**src/rtl/ex_result_buf.sv**
```systemverilog
// Execute-stage result buffer: 4-entry FIFO between the ALU and writeback, with a mispredict redirect pulse.
// Optional same-cycle bypass when empty is enabled by defining EX_RESULT_BUF_BYPASS_EN.
module ex_result_buf #(
    parameter int DATA_W = 32
) (
    input  logic              clk,
    input  logic              resetn,
    input  logic              in_valid,
    output logic              in_ready,
    input  logic [DATA_W-1:0] in_out,
    input  logic [DATA_W-1:0] in_out_wr,
    input  logic [4:0]        in_dest,
    input  logic [DATA_W-1:0] in_pc,
    input  logic              in_ov,
    input  logic              in_mispredict,
    input  logic              flush,
    output logic              wb_valid,
    input  logic              wb_ready,
    output logic [DATA_W-1:0] wb_out,
    output logic [DATA_W-1:0] wb_out_wr,
    output logic [DATA_W-1:0] wb_pc,
    output logic [4:0]        wb_dest,
    output logic              wb_we,
    output logic              wb_exc,
    output logic              redirect,
    output logic [DATA_W-1:0] redirect_pc
);

    localparam logic [2:0] FULL_CNT = 3'd4;

    logic [DATA_W-1:0] ent_out    [4];
    logic [DATA_W-1:0] ent_out_wr [4];
    logic [DATA_W-1:0] ent_pc     [4];
    logic [4:0]        ent_dest   [4];
    logic              ent_ov     [4];

    logic [1:0]        wr_ptr;
    logic [1:0]        rd_ptr;
    logic [2:0]        count;

    logic              push;
    logic              store;
    logic              pop;
    logic              bypass;
    logic              head_vld;
    logic              take_redirect;

    logic              redirect_vld_p1;
    logic [DATA_W-1:0] redirect_pc_p1;

    // Branch delay slot: execution resumes two instructions past the branch.
    function automatic logic [DATA_W-1:0] redirect_target(input logic [DATA_W-1:0] pc);
        return pc + DATA_W'(8);
    endfunction

    function automatic logic gpr_we(input logic [4:0] dest, input logic ov);
        return (dest != 5'd0) && !ov;
    endfunction

`ifdef EX_RESULT_BUF_BYPASS_EN
    assign bypass = (count == 3'd0) && in_valid && wb_ready && !flush;
`else
    assign bypass = 1'b0;
`endif

    assign in_ready      = (count != FULL_CNT);
    assign head_vld      = (count != 3'd0);
    assign push          = in_valid && in_ready && !flush;
    assign store         = push && !bypass;
    assign pop           = head_vld && wb_ready && !flush;
    // A pulse already in flight suppresses the redirect of an immediately following mispredict.
    assign take_redirect = push && in_mispredict && !redirect_vld_p1;

    always_comb begin
        wb_valid  = head_vld;
        wb_out    = ent_out[rd_ptr];
        wb_out_wr = ent_out_wr[rd_ptr];
        wb_pc     = ent_pc[rd_ptr];
        wb_dest   = ent_dest[rd_ptr];
        wb_we     = head_vld && gpr_we(ent_dest[rd_ptr], ent_ov[rd_ptr]);
        wb_exc    = head_vld && ent_ov[rd_ptr];
        if (bypass) begin
            wb_valid  = 1'b1;
            wb_out    = in_out;
            wb_out_wr = in_out_wr;
            wb_pc     = in_pc;
            wb_dest   = in_dest;
            wb_we     = gpr_we(in_dest, in_ov);
            wb_exc    = in_ov;
        end
    end

    // Stage p1: FIFO bookkeeping and the registered redirect pulse
    always_ff @(posedge clk) begin
        if (!resetn) begin
            wr_ptr          <= 2'd0;
            rd_ptr          <= 2'd0;
            count           <= 3'd0;
            redirect_vld_p1 <= 1'b0;
            redirect_pc_p1  <= '0;
        end else if (flush) begin
            wr_ptr          <= 2'd0;
            rd_ptr          <= 2'd0;
            count           <= 3'd0;
            redirect_vld_p1 <= 1'b0;
        end else begin
            if (store) wr_ptr <= wr_ptr + 2'd1;
            if (pop)   rd_ptr <= rd_ptr + 2'd1;
            case ({store, pop})
                2'b10:   count <= count + 3'd1;
                2'b01:   count <= count - 3'd1;
                default: count <= count;
            endcase
            redirect_vld_p1 <= take_redirect;
            if (take_redirect) redirect_pc_p1 <= redirect_target(in_pc);
        end
    end

    always_ff @(posedge clk) begin
        if (store) begin
            ent_out[wr_ptr]    <= in_out;
            ent_out_wr[wr_ptr] <= in_out_wr;
            ent_pc[wr_ptr]     <= in_pc;
            ent_dest[wr_ptr]   <= in_dest;
            ent_ov[wr_ptr]     <= in_ov;
        end
    end

    assign redirect    = redirect_vld_p1;
    assign redirect_pc = redirect_pc_p1;

endmodule

```
**config.mk**
```make
export PLATFORM = sky130hd
export DESIGN_NAME = ex_result_buf
export DESIGN_NICKNAME = d
export VERILOG_FILES = /design/src/rtl/ex_result_buf.sv
export SDC_FILE = /design/constraint.sdc
export NUM_CORES = 1
export LEC_CHECK = 0
export ABC_AREA = 0
export BUFFER_PORTS_ARGS = -buffer_cell sky130_fd_sc_hd__buf_2
export CAP_MARGIN = 20
export CORE_AREA = 2 2 197 199
export DETAILED_ROUTE_END_ITERATION = 16
export DIE_AREA = 0 0 199 201
export GPL_ROUTABILITY_DRIVEN = 0
export PLACE_DENSITY = 0.77
export SLEW_MARGIN = 0
export SYNTH_ARGS = -nofsm -noshare
export SYNTH_HDL_FRONTEND = slang
export SYNTH_SLANG_ARGS = --single-unit
export TNS_END_PERCENT = 100
```
**constraint.sdc**
```tcl
create_clock -name clk -period 4.5 [get_ports clk]
set_input_delay 0.225 -clock clk [delete_from_list [all_inputs] [get_ports clk]]
set_output_delay 0.225 -clock clk [all_outputs]
set_load 0.005 [all_outputs]
```
==> impl_results.md, run 1 <==
* Final net count at 1276
* Area growth from synthesis to final layout at 24.9%
* Wire length of the first global-routing pass at 54.0 mm
* Endpoints failing hold at 0
* Clock Pin Slew Worst Setup and Hold Paths at ~0.060 ns
* Maximum achievable frequency at around 350 MHz
* CTS tree: done
* Crit end category: output port
* Worst-Margin Slew at ~1.1 ns
* Cell at the root of the clock tree: sky130_fd_sc_hd__clkbuf_16
* Proportion of layout cells with a drive suffix above 1 at 0.361
* Combined area of all synthesized cells at 16900 µm²
* Int Power at a little over 7 mW
* Switching Fraction at 0.195
* Sum of buffers and inverters on the critical path at 2
* Post-layout min period at 2.88 ns
* Syn Area/Cell at about 21 µm²
* Type of the worst setup path: flop to output port
* Total CTS buffers at 45
* Most common library cell in the layout ignoring fill and taps: sky130_fd_sc_hd__edfxtp_1
* Clock sinks at between 400 and 500
* Buffers added on ports at ~250
* H-Tree Level Count at 2
* Fraction of power consumed by the clock network at 0.420
* Setup Viol. Count Final at 0
* Number of cells upsized or downsized after cts at 0
* Library cell contributing the largest single delay on the critical path: sky130_fd_sc_hd__dfxtp_4
* Ports placed on the boundary at approximately 250
* Sequential share of the synthesized area at 0.775
* Cell type group with the largest total delay on the critical path: buffers and inverters
* Number of buffers on the longest clock path at 3
* Startpoint Class: flop
* Count of unique library cells instantiated by Yosys at 39
* Insertion delay to the later sink of the worst-skew pair at 0.54 ns
* Overall die area at 40000 µm²
* Final antenna-violating net count at 0
* Outcome: complete, no violations
* NetSw at roughly 1.7 mW
* Overall power consumption at a little under 9 mW
* Count of max-cap constraint violations at 0
* Half-perimeter wire length of the detailed placement result at approximately 21 mm
* Required time at the endpoint of the critical path at 4.28 ns
* Sequential group share of total power at 0.532
* Final WL at about 36 mm
* Residual overflow from global routing at 0
* Pin count of the biggest net entering global routing at 61
* Number of remaining DRC errors at 0
* Syn Nets at approximately 900
* Number of global-route vias before repair at 9311
* Detailed Routing Iterations Pass 1 at 5
* Power per cell area at slightly above 400 nW/µm²
* Commonest cells after routing, fill and taps aside: sky130_fd_sc_hd__edfxtp_1, sky130_fd_sc_hd__buf_2, sky130_fd_sc_hd__mux4_2
* Initial DRC Count at 590
* Slowest cell delay on critical path at roughly 0.71 ns
* Max rail drop VDD at about 0.00021 V
* Total count of max-transition violations in the final report at 0
* Vert. Die Dim at around 200 µm
* RSZ-0062 raised after global routing: false
* Worst Skew at roughly 0.0096 ns
* Initial core utilization at 0.444
* Std-Cell Rows at slightly above 70
* Critical path cell sequence: buf_4, mux4_2, buf_2
* Antenna violations before repair at 3
* Min Hold Slack at 0.0301 ns
* Leakage power at between 7 and 8 nW
* Via-per-instance ratio at about 5.3
* Hold crit path type: primary input to flop
* Via count of the routed design at approximately 9000
* Flip-flop and latch count after synthesis at 450
* Biggest fanout along the worst timing path at 31
* Core area at 38100 µm²
* Syn Inst Count at about 800
* Die W at between 150 and 200 µm
* Max-slew headroom at 0.277
* Total global-route track usage at 0.180
* Total negative slack at 0 ns
* Fin crit share at 0.641
* Yosys warning total at 0
* Part of the total power dissipated in combinational logic at 0.048
* Average wire per standard cell at about 21 µm
* Worst endpoint data arrival time at ~2.7 ns
synthesized netlist by cell type:
master,n,share of area
sky130_fd_sc_hd__xnor2_1,6,0.0031
sky130_fd_sc_hd__a21oi_1,13,0.0038
sky130_fd_sc_hd__nand2_2,1,0.00037
sky130_fd_sc_hd__o21ai_1,5,0.0015
sky130_fd_sc_hd__nor4_1,3,0.0011
sky130_fd_sc_hd__and4_1,3,0.0016
sky130_fd_sc_hd__and2_1,5,0.0019
sky130_fd_sc_hd__dfxtp_1,42,0.050
sky130_fd_sc_hd__inv_1,12,0.0027
sky130_fd_sc_hd__clkbuf_1,17,0.0038
sky130_fd_sc_hd__nor3b_1,1,0.00044
sky130_fd_sc_hd__a31oi_1,12,0.0044
sky130_fd_sc_hd__o311a_1,3,0.0018
sky130_fd_sc_hd__or4_1,6,0.0027
sky130_fd_sc_hd__nor3_2,2,0.0012
sky130_fd_sc_hd__or3b_1,1,0.00052
sky130_fd_sc_hd__o31ai_1,6,0.0027
sky130_fd_sc_hd__a211oi_1,8,0.0036
sky130_fd_sc_hd__o21ai_0,23,0.0068
sky130_fd_sc_hd__fa_1,1,0.0012
sky130_fd_sc_hd__nor2b_1,1,0.00037
sky130_fd_sc_hd__nor3_1,3,0.00089
sky130_fd_sc_hd__and4_4,1,0.00067
sky130_fd_sc_hd__edfxtp_1,408,0.72
sky130_fd_sc_hd__buf_2,13,0.0038
sky130_fd_sc_hd__mux4_2,102,0.14
sky130_fd_sc_hd__or3_1,7,0.0026
sky130_fd_sc_hd__nor3b_2,1,0.00074
sky130_fd_sc_hd__nor2_1,17,0.0038
sky130_fd_sc_hd__nand2_1,18,0.0040
sky130_fd_sc_hd__xor2_1,11,0.0057
sky130_fd_sc_hd__and3_1,7,0.0026
sky130_fd_sc_hd__ha_1,6,0.0044
sky130_fd_sc_hd__nor4bb_1,1,0.00059
sky130_fd_sc_hd__buf_6,6,0.0040
sky130_fd_sc_hd__nand3_1,12,0.0036
sky130_fd_sc_hd__nand4_1,11,0.0041
sky130_fd_sc_hd__nand2b_1,1,0.00037
sky130_fd_sc_hd__buf_4,5,0.0022
registers in the layout, indices dropped and copies added (netlist names), named ones only:
| name | cells |
|---|---|
| ent_pc | 128 |
| ent_out | 128 |
| redirect_pc | 32 |
| redirect | 1 |
| ent_dest | 20 |
| rd_ptr | 2 |
| count | 3 |
| wr_ptr | 2 |
| ent_ov | 4 |
| ent_out_wr | 128 |
power groups by stage:
stage / sequential, mW / combinational [mW] / clock [mW]
after floorplan: 4.75 / 0.142 / 0
after CTS: 4.66 / 0.419 / 3.77
after global placement: 4.75 / 0.339 / 0
final: 4.66 / 0.417 / 3.68
after detailed placement: 4.75 / 0.349 / 0
after global routing: 4.67 / 0.454 / 3.94
metal layers:
layer	global-route usage	vias to the layer above	share of wire
met5	0	-	0
met4	0.0448	0	0.018
met3	0.0444	52	0.077
met2	0.296	344	0.49
met1	0.244	4607	0.42
li1	-	4046	-
through the flow:
step | worst slack [ns] | area (µm²) | instances | utilization
floorplan | 0.774 | 16900 | 801 | -
global route | 1.35 | 21100 | 1713 | 0.554
CTS | 1.47 | 21100 | 1711 | 0.554
detailed placement | 1.70 | 18700 | 1534 | 0.490
global placement | 1.76 | 18700 | 1534 | 0.490
finish | 1.62 | 21100 | 1713 | 0.554
cells by family (layout without fill, tap and decap cells):
family          Yosys count  count (layout)  synth area share
mux                     102             102             0.136
other cells               0               2                 0
buf+inv                  53             445            0.0165
xor+xnor                 17              17           0.00881
compound gates           70              70            0.0246
fa+ha+maj                 7               7           0.00563
flops                   450             450             0.775
simple gates            102             102            0.0339
timing repair:
| action | 4_1_cts | 5_1_grt |
|---|---|---|
| buffers inserted | 0 | 0 |
| hold buffers | 98 | 0 |
| hold endpoints to repair | 395 | 0 |
area by class of cell:
| cell class | instances | area, µm² |
|---|---|---|
| diodes | 2 | 5.00 |
| fillers | 2930 | 17000 |
| inverters | 12 | 45.0 |
| repair buffers | 354 | 2330 |
| well taps | 518 | 648 |
| flip-flops and latches | 450 | 13100 |
| clock buffers | 58 | 1190 |
| multi-input cells | 298 | 3540 |
| clock inverters | 21 | 250 |
worst min-delay path, delay by kind of cell:
family	cells	cell delay [ns]
and+or+nand+nor	1	0.09
buffers and inverters	1	0.15
AOI/OAI and AO/OA	1	0.05
final timing paths:
check | slack [ns] | startpoint | endpoint | cells past startpoint
max | 1.62 | flop | wb_out_wr[14] | 3
min | 0.03 | in_valid | wr_ptr[1] | 3
max reg2reg | 1.75 | count[0] | ent_out[2][26] | 5
min reg2reg | 0.46 | redirect_pc[2] | redirect_pc[2] | 2
(Power assumes the default switching activity.)
==> run 2, diff against run 1 <==
==> constraint.sdc (replaced) <==
create_clock -name clk -period 2.9 [get_ports clk]
set_input_delay 0.145 -clock clk [delete_from_list [all_inputs] [get_ports clk]]
set_output_delay 0.145 -clock clk [all_outputs]
set_load 0.005 [all_outputs]
==> run 2 against run 1 <==
Cell count rose by 1.2%. Highest routed layer unchanged. Non-clock buffer count grew 16. Via count up 1.9%. Clock skew grew 0.013 ns.
==> impl_results.md, run 2 (synthesis gave the netlist of run 1 again) <==
* Outcome: complete, no violations
* Initial DRC Count at 500
* Buffers added on ports at ~250
* Sequential cell area at between 10000 and 15000 µm²
* Number of remaining DRC errors at 0
* Number of setup buffers added after CTS at 0
* Startpoint Class: flop
* Total CTS buffers at between 40 and 50
* Maximum achievable frequency at 406 MHz
* Std-Cell Rows at between 70 and 80
* Post-Place Worst Slack at just under 0.6 ns
* Largest regs: ent_out (128), ent_out_wr (128), ent_pc (128)
* Clock Pin Slew Worst Setup and Hold Paths at 0.06 ns
* Fraction of the core area covered by cells at the end of the flow at 0.563
* Setup Viol. Count Final at 0
* Hold crit path type: primary input to flop
* RSZ-0062 raised after global routing: false
* Max rail drop VDD at 0.000484 V
* Fin crit share at 0.850
* Number of buffers on the longest clock path at 3
* Post-layout min period at around 2.5 ns
* Detailed Routing Iterations Pass 1 at 5
* Residual overflow from global routing at 0
* Half-perimeter wire length of the detailed placement result at about 22 mm
* Ports placed on the boundary at ~250
* Crit end category: output port
* Type of the worst setup path: flop to output port
* Count of max-cap constraint violations at 0
* Insertion delay to the later sink of the worst-skew pair at about 0.57 ns
* Cell at the root of the clock tree: sky130_fd_sc_hd__clkbuf_16
* Pin count of the biggest net entering global routing at 61
* Power per cell area at ~650 nW/µm²
* Number of placed instances with taps included at roughly 1500
* Non-Filler Instances at between 1500 and 2000
* Min Hold Slack at 0.0449 ns
* Min-delay src: wb_ready
* Clock sinks at 450
* Average wire per standard cell at ~21 µm
* Via-per-instance ratio at roughly 5.3
* Startpoint of the lowest-slack register-to-register path: count[2]
* Worst-Margin Slew at approximately 1 ns
* Initial core utilization at 0.444
* Area growth from synthesis to final layout at 26.9%
* Biggest fanout along the worst timing path at 21
* Commonest cells after routing, fill and taps aside: sky130_fd_sc_hd__edfxtp_1, sky130_fd_sc_hd__buf_2, sky130_fd_sc_hd__dlygate4sd3_1
* Worst Skew at approximately 0.023 ns
* Number of global-route vias before repair at about 9600
* Multi-input combinational cell area at roughly 3500 µm²
* Leakage power at roughly 7.3 nW
* Wire length of the first global-routing pass at 54.7 mm
* Final antenna-violating net count at 0
* Core area at about 38000 µm²
* Final WL at around 36 mm
* Total negative slack at 0 ns
* Fillers at about 2900
* Most common library cell in the layout ignoring fill and taps: sky130_fd_sc_hd__edfxtp_1
* Worst setup margin at between 0.4 and 0.5 ns
* Endpoints failing hold at 0
* Via count of the routed design at 9224
* Overall die area at 40000 µm²
* Proportion of layout cells with a drive suffix above 1 at 0.371
* Total count of max-transition violations in the final report at 0
* Worst endpoint data arrival time at between 2 and 2.5 ns
* Final net count at between 1000 and 1500
* Max-slew headroom at 0.336
* H-Tree Level Count at 2
* Total global-route track usage at 0.182
* Die W at 199 µm
* Antenna violations before repair at 2
* CTS tree: done
* Vert. Die Dim at between 200 and 250 µm
* Required time at the endpoint of the critical path at ~2.8 ns
[run 2: cell types whose count changed in the layout (fill, tap and decap cells not counted), sizes merged]
cell / change
clkinvlp: +1
dlygate4sd3: +5
bufinv: +1
buf: +11
clkbuf: -3
inv: +3
clkinv: +2
[run 2: worst paths after layout]
check                                      end  slack [ns]  cells past startpoint
worst max register to register        count[2]        0.57                     10
worst min register to register  redirect_pc[4]        0.46                      2
worst min-delay path                      flop        0.04                      4
worst max-delay path                 wb_pc[24]        0.43                      3
[run 2: area by class of cell]
type | count | area share
Multi-Input combinational cell | 298 | 0.165
Clock inverter | 28 | 0.0156
Clock buffer | 55 | 0.0566
Timing Repair Buffer | 370 | 0.119
Tap cell | 518 | 0.0302
Sequential cell | 450 | 0.611
Inverter | 12 | 0.00210
Antenna cell | 2 | 0.000233
[run 2: where the power goes]
| group | internal (mW) | leakage [nW] | switching (mW) |
|---|---|---|---|
| registers | 7.20 | 4.05 | 0.0348 |
| logic | 0.323 | 2.48 | 0.346 |
| clock network | 3.62 | 0.760 | 2.38 |
[run 2: worst max-delay path: stages (launching register included)]
cell and delay (ns):
sky130_fd_sc_hd__dfxtp_4 0.51, sky130_fd_sc_hd__buf_4 0.45, sky130_fd_sc_hd__mux4_2 0.61, sky130_fd_sc_hd__buf_2 0.17
[run 2: metrics by stage]
| stage | total power, mW | instance area (µm²) |
|---|---|---|
| final | 13.9 | 21400 |
| after global routing | 14.3 | 21400 |
| after CTS | 14.0 | 21400 |
| after detailed placement | 7.93 | 18900 |
| after global placement | 7.90 | 18900 |
| after floorplan | 7.59 | 16900 |
[run 2: routing by layer]
metal / vias up / share of wire / global-route usage / wire (µm)
met2: 300 / 0.48 / 0.294 / 17600
met3: 50 / 0.071 / 0.0417 / 2590
li1: 4082 / - / - / -
met4: 0 / 0.019 / 0.0552 / 682
met1: 4792 / 0.43 / 0.248 / 15500
met5: - / 0 / 0 / 0
[run 2: what timing repair did]
item	in CTS	in global routing
hold endpoints to repair	437	0
gates resized for setup	0	0
hold buffers	103	0
